--- src/rtl/dvg_pkg.sv ---
// Shared DVG definitions: position width, scale limit, opcodes, vector timer state encoding.
// Latency: n/a (constants and a pure helper function only).
// Backpressure: n/a.
package dvg_pkg;

    // Beam position / delta magnitude width, fixed by the display
    localparam int POS_W = 10;

    // Largest meaningful vector scale; larger values draw as this one
    localparam logic [3:0] SCALE_MAX = 4'd9;

    // DVG opcodes (upper nibble of the instruction word)
    localparam logic [3:0] VCTR_DIV_512 = 4'h0;
    localparam logic [3:0] VCTR_DIV_256 = 4'h1;
    localparam logic [3:0] VCTR_DIV_128 = 4'h2;
    localparam logic [3:0] VCTR_DIV_64  = 4'h3;
    localparam logic [3:0] VCTR_DIV_32  = 4'h4;
    localparam logic [3:0] VCTR_DIV_16  = 4'h5;
    localparam logic [3:0] VCTR_DIV_8   = 4'h6;
    localparam logic [3:0] VCTR_DIV_4   = 4'h7;
    localparam logic [3:0] VCTR_DIV_2   = 4'h8;
    localparam logic [3:0] VCTR_DIV_1   = 4'h9;
    localparam logic [3:0] LABS         = 4'hA;
    localparam logic [3:0] HALT         = 4'hB;
    localparam logic [3:0] JSRL         = 4'hC;
    localparam logic [3:0] RTSL         = 4'hD;
    localparam logic [3:0] JMPL         = 4'hE;
    localparam logic [3:0] SVEC         = 4'hF;

    // Vector timer state encoding
    typedef enum logic {
        ST_IDLE = 1'b0,
        ST_DRAW = 1'b1
    } state_t;

    // Saturate an incoming scale to the largest supported value
    function automatic logic [3:0] clamp_scale(input logic [3:0] s);
        return (s > SCALE_MAX) ? SCALE_MAX : s;
    endfunction

endpackage

--- src/rtl/dvg_dda_axis.sv ---
// One beam axis: DDA accumulator, carry-driven +/-1 position step, absolute load, optional clip.
// Latency: position updates on the edge that sees a load or a step carry.
// Backpressure: none; steps only when the controller asserts i_step. Clip build: VTIMER_CLIP_EN.
module dvg_dda_axis #(
    parameter int W = 10
) (
    input  logic         i_clk,
    input  logic         i_reset,
    input  logic         i_load,
    input  logic [W-1:0] i_load_pos,
    input  logic         i_start,
    input  logic [W-1:0] i_mag,
    input  logic         i_neg,
    input  logic         i_step,
    output logic [W-1:0] o_pos,
    output logic         o_clip
);
    import dvg_pkg::*;

    localparam logic [W-1:0] ONE = {{(W-1){1'b0}}, 1'b1};

    logic [W-1:0] r_acc;
    logic [W-1:0] r_mag;
    logic         r_neg;
    logic [W-1:0] r_pos;

    logic [W:0]   w_sum;
    logic         w_carry;
    logic         w_clip_evt;
    logic [W-1:0] w_next_pos;

    assign w_sum   = {1'b0, r_acc} + {1'b0, r_mag};
    assign w_carry = w_sum[W];

`ifdef VTIMER_CLIP_EN
    // A carry that would step past either screen edge holds the position instead
    assign w_clip_evt = w_carry & (r_neg ? (r_pos == '0) : (&r_pos));
    assign w_next_pos = w_clip_evt ? r_pos : (r_neg ? (r_pos - ONE) : (r_pos + ONE));
`else
    // Positions simply wrap around the screen
    assign w_clip_evt = 1'b0;
    assign w_next_pos = r_neg ? (r_pos - ONE) : (r_pos + ONE);
`endif

    assign o_pos  = r_pos;
    assign o_clip = i_step & w_clip_evt;

    // Absolute load, vector start capture, and per-clock DDA stepping
    always_ff @(posedge i_clk or posedge i_reset) begin
        if (i_reset) begin
            r_acc <= '0;
            r_mag <= '0;
            r_neg <= 1'b0;
            r_pos <= '0;
        end else if (i_load) begin
            r_pos <= i_load_pos;
        end else if (i_start) begin
            r_acc <= '0;
            r_mag <= i_mag;
            r_neg <= i_neg;
        end else if (i_step) begin
            r_acc <= w_sum[W-1:0];
            if (w_carry) begin
                r_pos <= w_next_pos;
            end
        end
    end

endmodule

--- src/rtl/dvg_vector_timer.sv ---
// DVG vector timer: runs a 2^(scale+1)-clock DDA draw per go, LABS loads, halt aborts, one-cycle stop.
// Latency: go at E0 -> busy for N cycles, last step and stop at E_N; labs lands on its sampling edge.
// Backpressure: go/labs are only sampled while idle; requests during busy are dropped. Clip build: VTIMER_CLIP_EN.
module dvg_vector_timer #(
    parameter int POS_W = dvg_pkg::POS_W
) (
    input  logic             i_clk,
    input  logic             i_reset,
    input  logic             i_go,
    input  logic             i_labs,
    input  logic             i_halt,
    input  logic [3:0]       i_scale,
    input  logic [POS_W-1:0] i_dx_mag,
    input  logic [POS_W-1:0] i_dy_mag,
    input  logic             i_dx_neg,
    input  logic             i_dy_neg,
    input  logic [3:0]       i_z_in,
    input  logic [POS_W-1:0] i_x_abs,
    input  logic [POS_W-1:0] i_y_abs,
    output logic [POS_W-1:0] o_x,
    output logic [POS_W-1:0] o_y,
    output logic [3:0]       o_z,
    output logic             o_busy,
    output logic             o_stop
);
    import dvg_pkg::*;

    state_t           r_state;
    logic [POS_W-1:0] r_cnt;
    logic [3:0]       r_z;
    logic             r_busy;
    logic             r_stop;

    logic             w_idle;
    logic             w_load;
    logic             w_start;
    logic             w_step;
    logic [3:0]       w_scale;
    logic [POS_W-1:0] w_cnt_init;
    logic             w_clip_x;
    logic             w_clip_y;

    assign w_idle  = (r_state == ST_IDLE);
    assign w_load  = w_idle & i_labs;
    assign w_start = w_idle & i_go & ~i_labs;
    // halt suppresses the step on the edge that aborts the vector
    assign w_step  = (r_state == ST_DRAW) & ~i_halt;
    assign w_scale = clamp_scale(i_scale);
    // N-1 where N = 2^(scale+1): a mask of scale+1 low ones
    assign w_cnt_init = ~({POS_W{1'b1}} << (w_scale + 4'd1));

    dvg_dda_axis #(.W(POS_W)) u_axis_x (
        .i_clk      (i_clk),
        .i_reset    (i_reset),
        .i_load     (w_load),
        .i_load_pos (i_x_abs),
        .i_start    (w_start),
        .i_mag      (i_dx_mag),
        .i_neg      (i_dx_neg),
        .i_step     (w_step),
        .o_pos      (o_x),
        .o_clip     (w_clip_x)
    );

    dvg_dda_axis #(.W(POS_W)) u_axis_y (
        .i_clk      (i_clk),
        .i_reset    (i_reset),
        .i_load     (w_load),
        .i_load_pos (i_y_abs),
        .i_start    (w_start),
        .i_mag      (i_dy_mag),
        .i_neg      (i_dy_neg),
        .i_step     (w_step),
        .o_pos      (o_y),
        .o_clip     (w_clip_y)
    );

    // IDLE/DRAW control with registered busy, intensity and stop pulse
    always_ff @(posedge i_clk or posedge i_reset) begin
        if (i_reset) begin
            r_state <= ST_IDLE;
            r_cnt   <= '0;
            r_z     <= '0;
            r_busy  <= 1'b0;
            r_stop  <= 1'b0;
        end else begin
            r_stop <= 1'b0;
            case (r_state)
                ST_IDLE: begin
                    if (w_start) begin
                        r_cnt   <= w_cnt_init;
                        r_z     <= i_z_in;
                        r_busy  <= 1'b1;
                        r_state <= ST_DRAW;
                    end
                end
                ST_DRAW: begin
                    if (i_halt) begin
                        r_z     <= '0;
                        r_busy  <= 1'b0;
                        r_state <= ST_IDLE;
                    end else if (r_cnt == '0) begin
                        r_z     <= '0;
                        r_busy  <= 1'b0;
                        r_stop  <= 1'b1;
                        r_state <= ST_IDLE;
                    end else begin
                        r_cnt <= r_cnt - 1'b1;
                        // beam blanks for the rest of the vector once it hits an edge
                        if (w_clip_x | w_clip_y) begin
                            r_z <= '0;
                        end
                    end
                end
                default: r_state <= ST_IDLE;
            endcase
        end
    end

    assign o_z    = r_z;
    assign o_busy = r_busy;
    assign o_stop = r_stop;

endmodule
--- config.mk ---
export PLATFORM = sky130hd
export DESIGN_NAME = dvg_vector_timer
export DESIGN_NICKNAME = d
export VERILOG_FILES = /design/src/rtl/dvg_pkg.sv /design/src/rtl/dvg_dda_axis.sv /design/src/rtl/dvg_vector_timer.sv
export SDC_FILE = /design/constraint.sdc
export NUM_CORES = 1
export LEC_CHECK = 0
export ABC_AREA = 1
export CAP_MARGIN = 30
export CORE_UTILIZATION = 25
export CTS_BUF_LIST = sky130_fd_sc_hd__clkbuf_16
export DETAILED_ROUTE_END_ITERATION = 8
export HOLD_SLACK_MARGIN = 0.12
export PLACE_DENSITY = 0.48
export SLEW_MARGIN = 0
export SYNTH_ARGS = -nofsm -noshare
export SYNTH_HDL_FRONTEND = slang
export SYNTH_SLANG_ARGS = --single-unit
--- constraint.sdc ---
create_clock -name i_clk -period 3.9 [get_ports i_clk]
set_clock_uncertainty 0.15 [all_clocks]
set_input_delay 0.78 -clock i_clk [delete_from_list [all_inputs] [get_ports i_clk]]
set_output_delay 0.78 -clock i_clk [all_outputs]
set_load 0.02 [all_outputs]
Word level (Yosys, flattened, before mapping). Index checks and enable logic that the tools add are counted.

Logic and storage cells: 82. Flip-flop bits (word level): 79. Output and inout port bits: 26.

Magnitude comparators: 1. Shifts and indexed selects: 1. Add/sub/neg operators: 8. Equality and inequality tests: 5. Multiplexer cells: 34. Bitwise operators: 9. Reductions and logical operators: 11.

Operators by type and width (count): $mux 10 (17); $sub 10x1->10 const B (3); $add 10x10->11 (2); $add 10x1->10 const B (2); $pmux 10 s2 (1); $mux 4 (4); $logic_not 10->1 (1); $not 10->10 (1); $shl 10x4->10 const A (1); $mux 1 (9); $reduce_and 3->1 (3); $pmux 4 s2 (1); $reduce_bool 2->1 (4); $reduce_and 2->1 (3); $add 4x1->4 const B (1); $and 1x1->1 (4); $gt 4x4->1 const B (1); $ne 2x1->1 const B (2); $ne 2x2->1 const B (2); $not 1->1 (4); $pmux 1 s2 (2); $ne 3x2->1 const B (1).

Longest topological paths before layout. Gate-level depths: netlist of run 1.

Depth in word-level cells: 7. Depth in mapped cells: 13. Depth with buffers taken out: 13.

Cells and area by module. A second synthesis of run 1 with hierarchy kept.

Cell total of the unflattened synthesis: 798. Area, all modules: 5724.2 um^2.

By module, submodules not included: dvg_dda_axis (u_axis_y) (instances 1, area an instance 2248.4 um^2, cells each 323); dvg_dda_axis (u_axis_x) (instances 1, area an instance 2240.9 um^2, cells each 297); dvg_vector_timer (instances 1, area an instance 1234.9 um^2, cells each 178).

Least setup slack after synthesis of run 1. No wires, ideal clock.

Kind: input -> register. Start point: in i_scale[1]. End point: reg r_cnt[4]. Data required time: 3.632 ns. Data arrival time: 1.790 ns. Buffers on the path: 0. Setup slack: 1.841 ns. Stages on the path: 13. Cell sequence: inv_1 -> a21oi_1 -> nor2_1 -> inv_1 -> ha_1 -> inv_1 -> nand2_1 -> nand2_1 -> inv_1 -> nand2_1 -> o21ai_0 -> nand2_1 -> o21ai_2.

Cells in the longest elaborated chain, start to end: 7.

Ends and longest elaborated chain: from (decl) (RTL line dvg_vector_timer.sv:12) `input logic [3:0] i_scale,`; $gt 4x4->1 (RTL line dvg_pkg.sv:38) `return (s > SCALE_MAX) ? SCALE_MAX : s;`; $mux 4 * (RTL line dvg_pkg.sv:38); $add 4x1->4 * (RTL line dvg_vector_timer.sv:50) `assign w_cnt_init = ~({POS_W{1'b1}} << (w_scale + 4'd1));`; $shl 10x4->10 * (RTL line dvg_vector_timer.sv:50); $not 10->10 * (RTL line dvg_vector_timer.sv:50); $mux 10 * (RTL line dvg_vector_timer.sv:90) `if (w_start) begin`; $pmux 10 s2 * (RTL line dvg_vector_timer.sv:88) `case (r_state)`; to (signal assigned) (RTL line dvg_vector_timer.sv:91) `r_cnt <= w_cnt_init;`; to (signal assigned) (RTL line dvg_vector_timer.sv:108) `r_cnt <= r_cnt - 1'b1;`; to (decl) (RTL line dvg_vector_timer.sv:29) `logic [POS_W-1:0] r_cnt;`.

Every way passes the cells marked *; elsewhere a longest branch is shown, timed or not. The select of a mux whose other input is x is not followed. A chain may end at the register's enable or synchronous reset.

Final worst setup path of run 1.
Start point: in i_labs. End point: reg u_axis_y.r_pos[7] (netlist: u_axis_y.o_pos[7]).

Cells in the longest elaborated chain, start to end: 4.

Ends and longest elaborated chain: from (decl) (RTL line dvg_vector_timer.sv:10) `input logic i_labs,`; $not 1->1 (RTL line dvg_vector_timer.sv:45) `assign w_start = w_idle & i_go & ~i_labs;`; $and 1x1->1 (RTL line dvg_vector_timer.sv:45); $ne 2x1->1 (no source line); $reduce_and 3->1 (no source line); to (signal assigned) (RTL line dvg_dda_axis.sv:56) `r_pos <= i_load_pos;`; to (signal assigned) (RTL line dvg_dda_axis.sv:64) `r_pos <= w_next_pos;`; to (decl) (RTL line dvg_dda_axis.sv:25) `logic [W-1:0] r_pos;`.

Parallel ways exist; a longest one is shown, timed or not.

==> results of run 1 <==
[synthesized netlist by cell type, types with 3 or more instances]
library cell / n
a31oi_1: 3
a31oi_2: 3
nand4_1: 5
xnor2_1: 4
o21ai_1: 7
inv_2: 7
o21ai_2: 3
nand2_1: 298
xor2_1: 5
nand3b_1: 5
nor2_2: 4
o22ai_1: 3
nand2_2: 17
buf_2: 5
fa_1: 4
nor3_1: 3
o21ai_0: 40
buf_6: 6
ha_1: 40
nand3_2: 3
nand3_1: 40
nor2_1: 44
a21oi_1: 38
inv_1: 63
dfrtp_1: 79
[cell type report]
type | count | area, um2
Fill cell | 2374 | 14950
Tap cell | 280 | 350.3
Sequential cell | 79 | 1977
Timing Repair Buffer | 82 | 828.3
Clock buffer | 9 | 225.2
Inverter | 74 | 287.8
Multi-Input combinational cell | 588 | 3109
Clock inverter | 7 | 27.53
[worst min path at each step]
stage	depth (start not counted)	to	slack, ns
2_1_floorplan	2	u_axis_y.r_acc[7]$_DFFE_PP0P_	0.30
3_3_place_gp	2	o_z[2]$_DFFE_PP0P_	0.32
3_5_place_dp	2	o_z[0]$_DFFE_PP0P_	0.31
4_1_cts	2	o_z[0]$_DFFE_PP0P_	0.33
5_1_grt	2	o_z[1]$_DFFE_PP0P_	0.35
6_report	2	o_z[0]$_DFFE_PP0P_	0.33
[state kept, by name, summed over array words and instances, names as in the netlist]
name	count
u_axis_y.r_mag	10
o_z	4
r_cnt	10
u_axis_x.r_mag	10
u_axis_x.r_neg	1
u_axis_y.r_acc	10
o_busy	1
o_stop	1
r_state	1
u_axis_x.o_pos	10
u_axis_y.o_pos	10
u_axis_x.r_acc	10
u_axis_y.r_neg	1
[kinds of logic (layout without fill, tap and decap cells)]
| family | after synthesis | after routing | synth area share |
|---|---|---|---|
| flops | 79 | 79 | 0.3573 |
| compound gates | 106 | 106 | 0.1081 |
| fa+ha+maj | 44 | 44 | 0.1049 |
| buf+inv | 91 | 172 | 0.08073 |
| xor+xnor | 9 | 9 | 0.01425 |
| simple gates | 429 | 429 | 0.3347 |
[layer usage]
| metal | vias to the layer above | wire (um) | GRT usage |
|---|---|---|---|
| met3 | 7 | 504 | 0.02788 |
| li1 | 2587 | - | - |
| met4 | 0 | 124 | 0.03350 |
| met1 | 2196 | 7282 | 0.1831 |
| met2 | 80 | 6402 | 0.2172 |
| met5 | - | 0 | 0 |
[worst max-delay path, stage by stage]
cell and delay, ns:
clkdlybuf4s50_1 0.45, inv_1 0.11, nor2_8 0.35, inv_2 0.27
nand2_2 0.15, nand2_1 0.25, inv_2 0.26, nand2_1 0.09
nand2_1 0.06
[through the flow]
stage / hold slack [ns] / utilization / std cells
CTS: 0.3297 / 0.3128 / 1119
global placement: 0.3172 / 0.3012 / 1103
detailed placement: 0.3117 / 0.3012 / 1103
finish: 0.3271 / 0.3128 / 1119
floorplan: 0.3030 / - / 758
global route: 0.3525 / 0.3128 / 1119
[power groups by stage]
| stage | logic (mW) | registers [mW] | clock network [mW] |
|---|---|---|---|
| 6_report | 2.19 | 1.35 | 0.747 |
| 5_1_grt | 2.54 | 1.38 | 0.813 |
| 4_1_cts | 2.22 | 1.35 | 0.779 |
| 3_5_place_dp | 2.21 | 1.36 | 0 |
| 3_3_place_gp | 2.20 | 1.36 | 0 |
| 2_1_floorplan | 1.51 | 1.41 | 0 |
==> reports/results.txt, run 1 <==
status = completed
Worst VDD drop = 238.4 uV
RSZ-0062 raised after global routing = no
number of gates resized after CTS = 0
Site Rows = 54
Sw Pwr = 1.879 mW
crit path DAT = 2.79 ns
Internal Power = 2.407 mW
post-synth top area share = 0.3573
vias per inst = 4.352
Syn Inst Count = 758
Worst-path clk slew = 0.06 ns
Sw Share = 0.4385
first-pass GRT wire length = 23910 um
layout cells sized above 1 = 0.07390
largest area contributor in the netlist = dfrtp_1
GRT overflow = 0
Seq cells post-synth = 79
Die X = 150.8 um
synthesized cell area = 0.005533 mm2
sequential-to-total area share from yosys stat = 0.3573
Die Span Y = 150.8 um
commonest non-fill, non-tap cell in the layout = nand2_1
Crit path required time = 4.03 ns
Placed Area = 0.006553 mm2
Post-synth top flop = dfrtp_1
DRT Wirelength = 14310 um
Placeable Area = 0.02176 mm2
Root Buffer Master = clkbuf_16
Area Overhead vs Synth = 23.00%
WL per Instance = 12.79 um
die area = 0.02273 mm2
GRT Total Usage = 0.1349
CTS Buf Count = 9
flop2flop setup slack = 1.33 ns
CP Capture Type = flip-flop
Post-synth ARST share = 1.000
initial antenna violation count = 0
Comb pwr share = 0.512
I/O Pins = 81
DR DRC count = 0
max_cap viols = 0
CP Capture Point = u_axis_y.o_pos[7]$_DFFE_PP0P_
Final Cell Area = 0.006805 mm2
GP Congestion = 0.7534
final hold violation count = 0
clock power share = 0.174
worst reg2reg endpoint = u_axis_y.o_pos[7]$_DFFE_PP0P_
Yosys Warn Count = 0
most frequent cells in the layout = nand2_1, clkdlybuf4s50_1, dfrtp_1
Sink Count = 79
Finish-stage setup viols = 0
H-tree depth = 3
number of global-route vias before repair = 4763
final setup TNS = 0 ns
post-route ant nets = 0
crit start category = primary input
Reg2Reg Depth = 13
clk_lat worst skew = 0.35 ns
ANT cells = 0
hold path startpoint = o_z[0]$_DFFE_PP0P_
Hold Buf Count CTS = 0
largest fanout on the critical path = 22
most area-consuming cells after synthesis = dfrtp_1, nand2_1, ha_1
post-synthesis area per instance = 7.299 um2
pre-CTS setup slack = 0.8550 ns
Final Cycle Share = 0.6813
Least-Margin Pin Slew = 0.6259 ns
worst reg2reg startpoint = u_axis_y.r_mag[0]$_DFFE_PP0P_
syn_nets = 857
Detailed Place HPWL = 10600 um
PwrDens = 629.8 mW/mm2
Rel. slew slack = 0.5827
clk buf depth = 2
Flop pwr share = 0.314
setup ws final = 1.243 ns
count of pins over their slew limit = 0
largest net degree at the start of global routing = 80
Static Leakage = 3.448 nW
Initial DRT Pass Iterations = 5
synth unique cells = 48
CTS tree = yes
hold crit path type = flip-flop to flip-flop
CP startpoint = i_labs
Pwr Total = 4.286 mW
initial DRC count = 174
Fmax = 376.4 MHz
routed vias = 4870
critical path class = primary input to flip-flop
starting density of the core = 0.2543
setup bufs post-CTS = 0
fin crit period = 2.657 ns
port bufs = 80
Final nets = 933
Post-synth EDFFs = 0
Note: power is estimated with default switching activity, not from simulation.
==> run 2, diff against run 1 <==
==> constraint.sdc (replaced) <==
create_clock -name i_clk -period 2.6 [get_ports i_clk]
set_clock_uncertainty 0.15 [all_clocks]
set_input_delay 0.52 -clock i_clk [delete_from_list [all_inputs] [get_ports i_clk]]
set_output_delay 0.52 -clock i_clk [all_outputs]
set_load 0.02 [all_outputs]
==> reports/results.txt, run 2 (same netlist as run 1, synthesis figures left out) <==
status = completed
Placeable Area = 0.02176 mm2 (unchanged)
Sink Count = 79 (unchanged)
final hold violation count = 0 (unchanged)
Final Cycle Share = 0.8991
Hold Buf Count CTS = 0 (unchanged)
PwrDens = 937.8 mW/mm2 (+49%)
ANT cells = 0 (unchanged)
critical path class = flip-flop to flip-flop
setup bufs post-CTS = 0 (unchanged)
Flop pwr share = 0.308 (-0.006)
clock power share = 0.178 (+0.004)
Fmax = 427.8 MHz
count of pins over their slew limit = 0 (unchanged)
crit path DAT = 2.48 ns (-0.31 ns)
DRT Wirelength = 14130 um (-1.3%)
Placed Area = 0.006620 mm2 (+1.0%)
Area Overhead vs Synth = 24.29%
clk buf depth = 2 (unchanged)
vias per inst = 4.377 (+0.57%)
CTS tree = yes
Root Buffer Master = clkbuf_16
routed vias = 4924 (+1.1%)
Rel. slew slack = 0.6835 (+0.1008)
port bufs = 80 (unchanged)
post-route ant nets = 0 (unchanged)
first-pass GRT wire length = 23940 um (+0.12%)
Finish-stage setup viols = 0 (unchanged)
layout cells sized above 1 = 0.08402 (+0.01013)
largest fanout on the critical path = 11 (-50%)
most frequent cells in the layout = nand2_1, clkdlybuf4s50_1, dfrtp_1
clk_lat worst skew = 0.35 ns (about the same)
crit start category = flip-flop
Final nets = 940 (+0.75%)
Comb pwr share = 0.514 (+0.002)
RSZ-0062 raised after global routing = no
GP Congestion = 0.8128 (+7.9%)
Die Span Y = 150.8 um (unchanged)
die area = 0.02273 mm2 (unchanged)
Pwr Total = 6.449 mW (+50%)
Finished Layout Cells = 1125 (+0.54%)
setup ws final = 0.2624 ns (-0.9805 ns)
Die X = 150.8 um (unchanged)
Worst VDD drop = 321.2 uV (+35%)
starting density of the core = 0.2543 (unchanged)
Initial DRT Pass Iterations = 5 (unchanged)
initial DRC count = 199 (+14%)
CP Capture Type = flip-flop
number of gates resized after CTS = 0 (unchanged)
hold_ws = 0.3278 ns (+0.0007160 ns)
WL per Instance = 12.56 um (-1.8%)
I/O Pins = 81 (unchanged)
Sw Share = 0.4366 (-0.001874)
pre-CTS setup slack = 0.1876 ns (-0.6674 ns)
Final Cell Area = 0.006877 mm2 (+1.0%)
Sw Pwr = 2.816 mW (+50%)
fill count = 2362 (-0.51%)
hold crit path type = flip-flop to flip-flop
Static Leakage = 3.461 nW (+0.38%)
GRT overflow = 0 (unchanged)
number of global-route vias before repair = 4871 (+2.3%)
fin crit period = 2.338 ns
CTS Buf Count = 9 (unchanged)
DR DRC count = 0 (unchanged)
fin util = 0.3161 (+0.003278)
H-tree depth = 3 (unchanged)
placed insts = 1110 (+0.63%)
final setup TNS = 0 ns (unchanged)
Detailed Place HPWL = 10430 um (-1.6%)
Site Rows = 54 (unchanged)
Crit path required time = 2.74 ns (-1.29 ns)
Internal Power = 3.633 mW (+51%)
GRT Total Usage = 0.1350 (about the same)
max_cap viols = 0 (unchanged)
commonest non-fill, non-tap cell in the layout = nand2_1
initial antenna violation count = 0 (unchanged)
Least-Margin Pin Slew = 0.4747 ns (-0.1512 ns)
largest net degree at the start of global routing = 80 (unchanged)
Worst-path clk slew = 0.07 ns (about the same)
-- run 2: changes by cell type in the layout (fill, tap and decap cells not counted), sizes merged --
cell / delta
clkinvlp: +3
inv: -4
buf: +7
-- run 2: final timing paths --
| path | from | slack [ns] | cells past startpoint | to |
|---|---|---|---|---|
| min in group asynchronous | i_reset | 0.47 | 3 | u_axis_y.o_pos[9]$_DFFE_PP0P_ |
| max in group asynchronous | i_reset | 1.43 | 3 | r_cnt[4]$_DFFE_PP0P_ |
| setup reg to reg | u_axis_x.r_mag[0]$_DFFE_PP0P_ | 0.26 | 12 | u_axis_x.o_pos[6]$_DFFE_PP0P_ |
| hold reg to reg | o_z[0]$_DFFE_PP0P_ | 0.33 | 2 | o_z[0]$_DFFE_PP0P_ |
| hold / removal | o_z[0]$_DFFE_PP0P_ | 0.33 | 2 | o_z[0]$_DFFE_PP0P_ |
| setup / recovery | u_axis_x.r_mag[0]$_DFFE_PP0P_ | 0.26 | 12 | u_axis_x.o_pos[6]$_DFFE_PP0P_ |
-- run 2: final cells by class --
class	count	area, um2	share of cell area
Tap cell	280	350.3	0.05095
Inverter	74	290.3	0.04221
Sequential cell	79	1977	0.2875
Clock inverter	6	31.28	0.004549
Timing Repair Buffer	89	893.4	0.1299
Multi-Input combinational cell	588	3109	0.4521
Clock buffer	9	225.2	0.03275
-- run 2: worst max-delay path, cell delays in order, from the launching register on --
cell and delay, ns:
dfrtp_1 0.35, ha_1 0.24, inv_1 0.07, fa_1 0.41, inv_1 0.12, nand4_2 0.12, nand3_2 0.11, nand2_2 0.07
nand2_1 0.08, nand2_2 0.17, inv_2 0.22, nand3_1 0.10, nand2_1 0.07
-- run 2: power by group through the flow --
stage	clock network [mW]	logic (mW)	registers [mW]
6_report	1.15	3.31	1.99
5_1_grt	1.23	3.83	2.06
4_1_cts	1.20	3.35	2.00
3_5_place_dp	0	3.33	2.01
3_3_place_gp	0	3.31	2.01
2_1_floorplan	0	2.26	2.11
-- run 2: metal layers --
layer | wire length [um] | vias to the layer above | global-route usage
met3 | 642 | 10 | 0.03273
li1 | - | 2607 | -
met1 | 7118 | 2214 | 0.1821
met5 | 0 | - | 0
met2 | 6247 | 93 | 0.2172
met4 | 125 | 0 | 0.02850
==> run 3, diff against run 2 <==
--- a/config.mk
+++ b/config.mk
@@ -10,7 +10,7 @@
 export CORE_UTILIZATION = 25
 export CTS_BUF_LIST = sky130_fd_sc_hd__clkbuf_16
 export DETAILED_ROUTE_END_ITERATION = 8
-export HOLD_SLACK_MARGIN = 0.12
+export HOLD_SLACK_MARGIN = 0.05
 export PLACE_DENSITY = 0.48
 export SLEW_MARGIN = 0
 export SYNTH_ARGS = -nofsm -noshare
==> results of run 3 <==
Final layout, timing and power as in run 2 (identical DEF).
